<file path="src/rtl/tim_pkg.sv">
// Shared horizontal/vertical timing definitions: state encoding, register map
// and 30 MHz pixel-clock timing constants.
package tim_pkg;

   typedef enum logic [2:0] {
      S_IDLE,
      S_HOLD,
      S_DUMMY,
      S_ACTIVE,
      S_WAIT
   } tim_state_e;

   localparam logic [1:0] ADDR_RSVD   = 2'd0;
   localparam logic [1:0] ADDR_DUMMY  = 2'd1;
   localparam logic [1:0] ADDR_ACT_HI = 2'd2;
   localparam logic [1:0] ADDR_ACT_LO = 2'd3;

   // 6 us of horizontal hold at 30 MHz
   localparam int TIM_THD        = 180;
   localparam int TIM_CLAMP_LEN  = 20;
   localparam int TIM_DUMMY_RST  = 12;
   localparam int TIM_ACTIVE_RST = 2480;

endpackage

</file>
<file path="src/rtl/tim_hregs.sv">
// Line-timing register file: write decode, working registers and the
// per-line shadow copies latched at vact rise.
module tim_hregs
   import tim_pkg::*;
#(
   parameter int DUMMY_RST  = TIM_DUMMY_RST,
   parameter int ACTIVE_RST = TIM_ACTIVE_RST
) (
   input  logic        clk,
   input  logic        rst,
   input  logic        we,
   input  logic [1:0]  a,
   input  logic [7:0]  d,
   input  logic        latch,
   output logic [7:0]  dummy_sh,
   output logic [11:0] active_sh
);

   logic [7:0]  dummy_w;
   logic [11:0] active_w;

   always_ff @(posedge clk or negedge rst) begin
      if (!rst) begin
         dummy_w  <= 8'(DUMMY_RST);
         active_w <= 12'(ACTIVE_RST);
      end else if (we) begin
         case (a)
            ADDR_DUMMY:  dummy_w         <= d;
            ADDR_ACT_HI: active_w[11:8]  <= d[3:0];
            ADDR_ACT_LO: active_w[7:0]   <= d;
            default: ;
         endcase
      end
   end

   // shadow samples the pre-edge working value, so a write on the latch edge waits a line
   always_ff @(posedge clk or negedge rst) begin
      if (!rst) begin
         dummy_sh  <= 8'(DUMMY_RST);
         active_sh <= 12'(ACTIVE_RST);
      end else if (latch) begin
         dummy_sh  <= dummy_w;
         active_sh <= active_w;
      end
   end

endmodule

</file>
<file path="src/rtl/tim_hfsm.sv">
// Horizontal line-timing FSM: hold/clamp, dummy pixels, active pixels, then
// wait for the end of the vact window.
//
//   state    | meaning
//   S_IDLE   | waiting for a vact rising edge
//   S_HOLD   | THD clocks with horizontal clocks off, clamp at the start
//   S_DUMMY  | dummy pixels clocked out, not qualified
//   S_ACTIVE | active pixels, pix_valid with pix_x index
//   S_WAIT   | line finished, waiting for vact to drop
module tim_hfsm
   import tim_pkg::*;
#(
   parameter int THD        = TIM_THD,
   parameter int CLAMP_LEN  = TIM_CLAMP_LEN,
   parameter int DUMMY_RST  = TIM_DUMMY_RST,
   parameter int ACTIVE_RST = TIM_ACTIVE_RST
) (
   input  logic        clk,
   input  logic        rst,
   input  logic        vact,
   input  logic [1:0]  a,
   input  logic [7:0]  d,
   input  logic        we,
   output logic        h_en,
   output logic        clamp,
   output logic        pix_valid,
   output logic [11:0] pix_x,
   output logic        line_start,
   output logic        line_done,
   output logic        line_err
);

   tim_state_e  state_q, state_d;
   logic [11:0] cnt_q, cnt_d, pix_x_d;
   logic        vact_q, rise, latch;
   logic        h_en_d, clamp_d, valid_d, start_d, done_d, err_d;
   logic        go_dummy, go_active;
   logic [7:0]  dummy_sh;
   logic [11:0] active_sh;

   tim_hregs #(
      .DUMMY_RST  (DUMMY_RST),
      .ACTIVE_RST (ACTIVE_RST)
   ) u_hregs (
      .clk       (clk),
      .rst       (rst),
      .we        (we),
      .a         (a),
      .d         (d),
      .latch     (latch),
      .dummy_sh  (dummy_sh),
      .active_sh (active_sh)
   );

   assign rise = vact & ~vact_q;

   always_comb begin
      state_d   = state_q;
      cnt_d     = cnt_q;
      pix_x_d   = pix_x;
      h_en_d    = 1'b0;
      clamp_d   = 1'b0;
      valid_d   = 1'b0;
      start_d   = 1'b0;
      done_d    = 1'b0;
      err_d     = 1'b0;
      latch     = 1'b0;
      go_dummy  = 1'b0;
      go_active = 1'b0;
      unique case (state_q)
         S_IDLE: if (rise) begin
            state_d = S_HOLD;
            cnt_d   = 12'(THD - 1);
            clamp_d = (CLAMP_LEN > 0);
            latch   = 1'b1;
         end
         S_HOLD: begin
            if (!vact) begin
               state_d = S_IDLE;
               err_d   = 1'b1;
            end else if (cnt_q == 12'd0) begin
               if (dummy_sh != 8'd0) go_dummy = 1'b1;
               else                  go_active = 1'b1;
            end else begin
               cnt_d   = cnt_q - 12'd1;
               clamp_d = (12'(THD) - cnt_q) < 12'(CLAMP_LEN);
            end
         end
         S_DUMMY: begin
            if (!vact) begin
               state_d = S_IDLE;
               err_d   = 1'b1;
            end else if (cnt_q == 12'd0) begin
               go_active = 1'b1;
            end else begin
               cnt_d  = cnt_q - 12'd1;
               h_en_d = 1'b1;
            end
         end
         S_ACTIVE: begin
            if (!vact) begin
               state_d = S_IDLE;
               err_d   = 1'b1;
            end else if (cnt_q == 12'd0) begin
               state_d = S_WAIT;
               done_d  = 1'b1;
            end else begin
               cnt_d   = cnt_q - 12'd1;
               pix_x_d = pix_x + 12'd1;
               h_en_d  = 1'b1;
               valid_d = 1'b1;
            end
         end
         S_WAIT: if (!vact) state_d = S_IDLE;
         default: state_d = S_IDLE;
      endcase

      if (go_dummy) begin
         state_d = S_DUMMY;
         cnt_d   = {4'd0, dummy_sh} - 12'd1;
         h_en_d  = 1'b1;
      end
      if (go_active) begin
         if (active_sh != 12'd0) begin
            state_d = S_ACTIVE;
            cnt_d   = active_sh - 12'd1;
            pix_x_d = 12'd0;
            h_en_d  = 1'b1;
            valid_d = 1'b1;
            start_d = 1'b1;
         end else begin
            state_d = S_WAIT;
            done_d  = 1'b1;
         end
      end
   end

   // vact_q resets high so a vact already high at release is not taken as a rise
   always_ff @(posedge clk or negedge rst) begin
      if (!rst) begin
         state_q    <= S_IDLE;
         cnt_q      <= 12'd0;
         vact_q     <= 1'b1;
         h_en       <= 1'b0;
         clamp      <= 1'b0;
         pix_valid  <= 1'b0;
         pix_x      <= 12'd0;
         line_start <= 1'b0;
         line_done  <= 1'b0;
         line_err   <= 1'b0;
      end else begin
         state_q    <= state_d;
         cnt_q      <= cnt_d;
         vact_q     <= vact;
         h_en       <= h_en_d;
         clamp      <= clamp_d;
         pix_valid  <= valid_d;
         pix_x      <= pix_x_d;
         line_start <= start_d;
         line_done  <= done_d;
         line_err   <= err_d;
      end
   end

endmodule

</file>
<file path="config.mk">
export PLATFORM = sky130hd
export DESIGN_NAME = tim_hfsm
export DESIGN_NICKNAME = d
export VERILOG_FILES = /design/src/rtl/tim_pkg.sv /design/src/rtl/tim_hregs.sv /design/src/rtl/tim_hfsm.sv
export SDC_FILE = /design/constraint.sdc
export NUM_CORES = 1
export LEC_CHECK = 0
export BUFFER_PORTS_ARGS = -buffer_cell sky130_fd_sc_hd__buf_2
export CAP_MARGIN = 25
export CORE_MARGIN = 2
export CORE_UTILIZATION = 56
export DETAILED_ROUTE_END_ITERATION = 6
export GPL_ROUTABILITY_DRIVEN = 0
export PLACE_DENSITY = 0.75
export SLEW_MARGIN = 20
export SYNTH_ARGS = -nofsm -noshare
export SYNTH_HDL_FRONTEND = slang
export SYNTH_SLANG_ARGS = --single-unit
</file>
<file path="constraint.sdc">
create_clock -name clk -period 4.4 [get_ports clk]
set_input_delay 0.44 -clock clk [delete_from_list [all_inputs] [get_ports clk]]
set_output_delay 0.44 -clock clk [all_outputs]
set_load 0.02 [all_outputs]
</file>
Word level (Yosys, flattened, before mapping)
Index checks and enable logic that the tools add are counted.
Widths: inputs -> output; s select.
- add/subtract/negate cells: 5
- order comparisons: 1
- eq/ne operators: 10
- muxes and demuxes: 51
- bitwise gates (word level): 2
- reduce and logical (&&, ||, !) cells: 11
- operators by type and width (kind ; count):
    $mux 12 ; 11
    $mux 1 ; 29
    $pmux 12 s2 ; 1
    $sub 12x1->12 const B ; 2
    $mux 3 ; 7
    $add 12x1->12 const B ; 1
    $logic_not 12->1 ; 1
    $lt 12x5->1 const B ; 1
    $reduce_bool 12->1 ; 1
    $sub 8x12->12 const A ; 1
    $pmux 3 s3 ; 1
    $sub 8x1->9 const B ; 1
    $reduce_bool 8->1 ; 1
    $eq 3x2->1 const B ; 2
    $reduce_and 2->1 ; 3
    $reduce_or 3->1 ; 2
    $ne 5x5->1 const B ; 1
    $eq 2x2->1 const B ; 2
    $ne 4x2->1 const B ; 1
    $ne 4x4->1 const B ; 1
    $pmux 1 s2 ; 2
    $eq 3x1->1 const B ; 1
    $eq 3x3->1 const B ; 1
    $logic_not 3->1 ; 1
    other kinds (5) ; 5
- bits in registers: 74
- input bits: 14
- output and inout port bits: 18

Depth between registers and ports, before layout
- depth in word-level cells: 8
- gate-level depth with buffers: 10
- depth with buffers taken out: 8

By module
Synthesis repeated with hierarchy kept, for this count alone.
- cells, all modules: 364
- area, all modules: 3968.8 um^2
- by module, submodules not included (module ; times used ; cells an instance ; area each (um^2) ; sequential area each (um^2)):
    tim_hfsm ; 1 ; 279 ; 2452.4 ; 852.1
    tim_hregs ; 1 ; 85 ; 1516.5 ; 1018.5

Worst setup path after synthesis
No wires, ideal clock.
- path kind: register to register
- start: register u_hregs.active_sh[0]
- end: register cnt_q[2]
- arrival time: 2.224 ns
- data required time: 4.274 ns
- slack: 2.050 ns
- stages on the path, launching flop included: 10
- buffers on the path: 2
- clock period less this slack: 2.350 ns
- cell sequence: dfrtp_1 inv_1 ha_1 or3b_2 clkbuf_1 nor4_1 or4_4 inv_2 buf_6 a221o_1
- cells in the longest elaborated chain, start to end: 3
- elaborated cells on any way between the ends: 4
- classes of those cells: 1 x add/sub; 2 x mux; 1 x reduce/logical
- RTL lines (element ; RTL line ; text):
    from (decl) ; tim_hregs.sv:16 ; output logic [11:0] active_sh
    from (signal assigned) ; tim_hregs.sv:40 ; active_sh <= 12'(ACTIVE_RST);
    from (signal assigned) ; tim_hregs.sv:43 ; active_sh <= active_w;
    $sub 12x1->12 / $reduce_bool 12->1 (equally long branches) ; tim_hfsm.sv:126, tim_hfsm.sv:124 ;
    $mux 12 * ; tim_hfsm.sv:124 ; if (active_sh != 12'd0) begin
    $mux 12 * ; tim_hfsm.sv:123 ; if (go_active) begin
    named net cnt_d[2] ; tim_hfsm.sv:34 ; logic [11:0] cnt_q, cnt_d, pix_x_d;
    to (signal assigned) ; tim_hfsm.sv:153 ; cnt_q <= cnt_d;
    to (decl) ; tim_hfsm.sv:34 ;
Mark *: on every way through the listed nets, which the timed path passes. The rest lies on a longest branch.
A chain may end at the register's enable or synchronous reset.

Worst setup path after layout
- start: register cnt_q[0]
- end: register cnt_q[3]
- cells in the longest elaborated chain, start to end: 7
- elaborated cells on any way between the ends: 16
- classes of those cells: 1 x add/sub; 14 x mux; 1 x reduce/logical
- RTL lines (element ; RTL line ; text):
    $sub 12x1->12 / $logic_not 12->1 (equally long branches) ; - ;
    $mux 12 / $mux 1 (equally long branches) ; tim_hfsm.sv:81, tim_hfsm.sv:93, tim_hfsm.sv:104 ;
    $mux 12 / $mux 1 (equally long branches) ; tim_hfsm.sv:78 ; if (!vact) begin
    $pmux 12 s2 / $mux 1 (equally long branches) ; tim_hfsm.sv:70 ; unique case (state_q)
    $mux 12 ; tim_hfsm.sv:118 ; if (go_dummy) begin
    $mux 12 ; tim_hfsm.sv:124 ;
    $mux 12 * ; tim_hfsm.sv:123 ;
    named net cnt_d[3] ; tim_hfsm.sv:34 ;
Marks and branches as above.

==> impl_metrics.py <==
metrics = {
    "run_status": {
        "outcome": "finished, final reports clean",
    },
    "yosys": {
        "synth_top_area_share_pct": 37.8,
        "ys_seq_elements": 74,
        "synth_seq_area_share_pct": 47.9,
        "yosys-top-cells-count": "nand2_1, dfrtp_1, nor2_1",
        "ys.flop_type": "dfrtp_1",
        "postSynthAreaPerCell_um2": 9.72,
        "synth_area_um2": 3910,
        "async_reset_ff_share_pct": 100,
        "synthCells": 402,
        "synth_nets": 421,
        "synth.distinct_cells": 54,
        "yosysWarnings": 0,
        "synth_edf_count": 0,
        "synth_area_leaders": "dfrtp_1, dfstp_2, nand2_1",
        "synth_top_cell_by_area": "dfrtp_1",
        "synth.most_common_cell": "nand2_1",
    },
    "detailed_routing": {
        "antenna_left": 0,
        "dr_wl_met3_um": 464,
        "first_iter_violations": 218,
        "top_layer": "met4",
        "avgRoutedWirePerCell_um": 16.8,
        "routed_wl_mm": 8.58,
        "via_count": 3174,
        "drcViolationCount": 0,
        "wl_met1_mm": 3.89,
        "dr.pass1.iters": 5,
        "route.met2.wl_mm": 4.02,
        "viasPerCell": 6.20,
    },
    "cts": {
        "numCtsBuffers": 9,
        "cts.clk_slew.worst_paths_ns": 0.08,
        "clkLatencyLatePin_ns": 0.35,
        "cts_tree": "done",
        "cts-resized-gates": 0,
        "htree_levels": 3,
        "cts_buffer_depth": 2,
        "cts_setup_buffers": 0,
        "cts_sinks": 74,
        "hold_buffers": 0,
        "cts-root-buf": "clkbuf_8",
    },
    "sta": {
        "finalSetupViolCount": 0,
        "fin_tns_setup_ns": 0,
        "fin_skew_ns": 0.0148,
        "setup_slack_ns": 1.50,
        "period_minus_slack_ns": 2.90,
        "hold_viol": 0,
        "slew_headroom_pct": 39.1,
        "fin_crit_sh_pct": 66.0,
        "rsz0062_at_grt": "false",
        "final_max_slew_viol_count": 0,
        "whs_ns": 0.196,
        "tightestPinTransition_ns": 0.913,
        "fmax_mhz": 344,
    },
    "place": {
        "detailedPlace.worstSlack_ns": 1.57,
        "io_buffers": 31,
        "hpwl_mm": 5.94,
    },
    "floorplanning": {
        "num_rows": 30,
        "num_io_pins": 32,
        "core_area_um2": 6760,
        "die_h_um": 87.5,
        "die_x_um": 87.5,
        "start_util_pct": 57.9,
        "die_area_um2": 7660,
    },
    "layout": {
        "drive_gt1_share_pct": 22.5,
        "final_nets": 446,
        "syn_to_final_growth_pct": 10.2,
        "n_antenna_cell": 0,
        "fill_cells": 535,
    },
    "power": {
        "power_density_nw_per_um2": 552,
        "power.leakage_nw": 1.94,
        "ir_worst_vdd_v": 0.000316,
    },
    "global_route": {
        "grt_overflow": 0,
        "grt_pass1_wl_mm": 14.2,
        "grt_start_max_net_pins": 75,
        "antenna_found_initial": 0,
        "grt_usage_pct": 24.2,
        "grt_pass1_vias": 2949,
    },
    "critical_path": {
        "path_cells": "inv_1 -> ha_1 -> nor2b_1 -> nand4_1 -> or4_4 -> inv_2 -> and3_1 -> a31oi_1",
        "setup.worst_path.class": "reg -> reg",
        "arrival_ns": 3.14,
        "start_kind": "flip-flop",
        "worst-path-max-fanout": 21,
        "crit_path_end_kind": "flip-flop",
        "cp.required_ns": 4.63,
        "crit_slowest_cell": "or4_4",
        "max_stage_delay_ns": 0.73,
    },
    "job": {
        "max_cap_violations": 0,
    },
    "min_path": {
        "min_path_type": "in -> async",
    },
}
==> power breakdown <==
| part | internal (W) | switching (W) |
|---|---|---|
| Clock | 0.000295 | 0.000256 |
| Combinational | 0.000327 | 0.000414 |
| Sequential | 0.000876 | 0.000209 |
==> worst paths after layout <==
check	from	end	slack, ns	cells past startpoint
max in group asynchronous	rst	u_hregs.dummy_w[0]$_DFFE_PN0P_	3.58	1
worst max-delay path	cnt_q[0]$_DFF_PN0_	cnt_q[3]$_DFF_PN0_	1.50	8
worst max register to register	cnt_q[0]$_DFF_PN0_	cnt_q[3]$_DFF_PN0_	1.50	8
min in group clk	vact	vact_q$_DFF_PN1_	0.33	1
worst min-delay path	rst	line_err$_DFF_PN0_	0.20	1
worst min register to register	u_hregs.dummy_w[3]$_DFFE_PN1P_	u_hregs.dummy_sh[3]$_DFFE_PN1P_	0.45	2
==> layer usage <==
metal,up-vias,track usage (%)
met5,-,0
met4,0,10.8
met3,21,5.94
met2,103,37.6
met1,1560,32.4
li1,1490,-
==> per-stage QoR <==
stage | instance area, µm² | total power, W | std cells | util (%)
finish | 4310 | 0.00238 | 512 | 63.8
global route | 4310 | 0.00253 | 512 | 63.8
global placement | 4100 | 0.00180 | 496 | 60.6
detailed placement | 4100 | 0.00182 | 496 | 60.6
floorplan | 3910 | 0.00162 | 402 | -
CTS | 4310 | 0.00238 | 512 | 63.8
==> final cells by class <==
class                           count  area [µm²]  area share, %
Multi-Input combinational cell    298        1910           44.4
Sequential cell                    74        1870           43.4
Timing Repair Buffer               33         173           4.01
Clock buffer                       11         151           3.51
Tap cell                           80         100           2.32
Clock inverter                      5        60.1           1.39
Inverter                           11        41.3          0.958
==> sequential cells by signal (all words and copies together), names as in the netlist, 3 cells and up <==
register           count
u_hregs.dummy_w        8
cnt_q                 12
u_hregs.dummy_sh       8
pix_x                 12
u_hregs.active_sh     12
u_hregs.active_w      12
state_q                3
==> worst max-delay path, delay by kind of cell, from the launching register on <==
| family | cells | cell delay [ns] |
|---|---|---|
| adders and majority gates | 1 | 0.21 |
| and+or+nand+nor | 4 | 1.66 |
| AOI/OAI and AO/OA | 1 | 0.05 |
| DFF | 1 | 0.45 |
| buffers and inverters | 2 | 0.43 |
==> cells in the final DEF, fill, tap and decap left out, drive strengths merged, types with 4 or more instances in the layout <==
cell    instances
nand2          68
dfstp          15
ha              5
nand2b          8
o31ai           5
inv            12
mux2           22
xor2           11
or4             4
mux2i           5
nor2b           5
buf            33
a21oi           8
nor4           15
o21ai          13
a221o           4
nand4           7
xnor2          14
dfrtp          59
nor3           15
nor2           31
nand3           9
a31oi           6
clkbuf         11
==> logic make-up after synthesis <==
| family | Yosys count | share of synthesized area, % |
|---|---|---|
| multiplexers | 27 | 7.62 |
| buffers and inverters | 30 | 3.36 |
| flip-flops | 74 | 47.9 |
| adder cells (fa/ha/maj) | 5 | 1.60 |
| AND/OR/NAND/NOR | 181 | 23.1 |
| AO/OA/AOI/OAI | 60 | 10.9 |
| XOR/XNOR | 25 | 5.60 |
(Power assumes the default switching activity.)
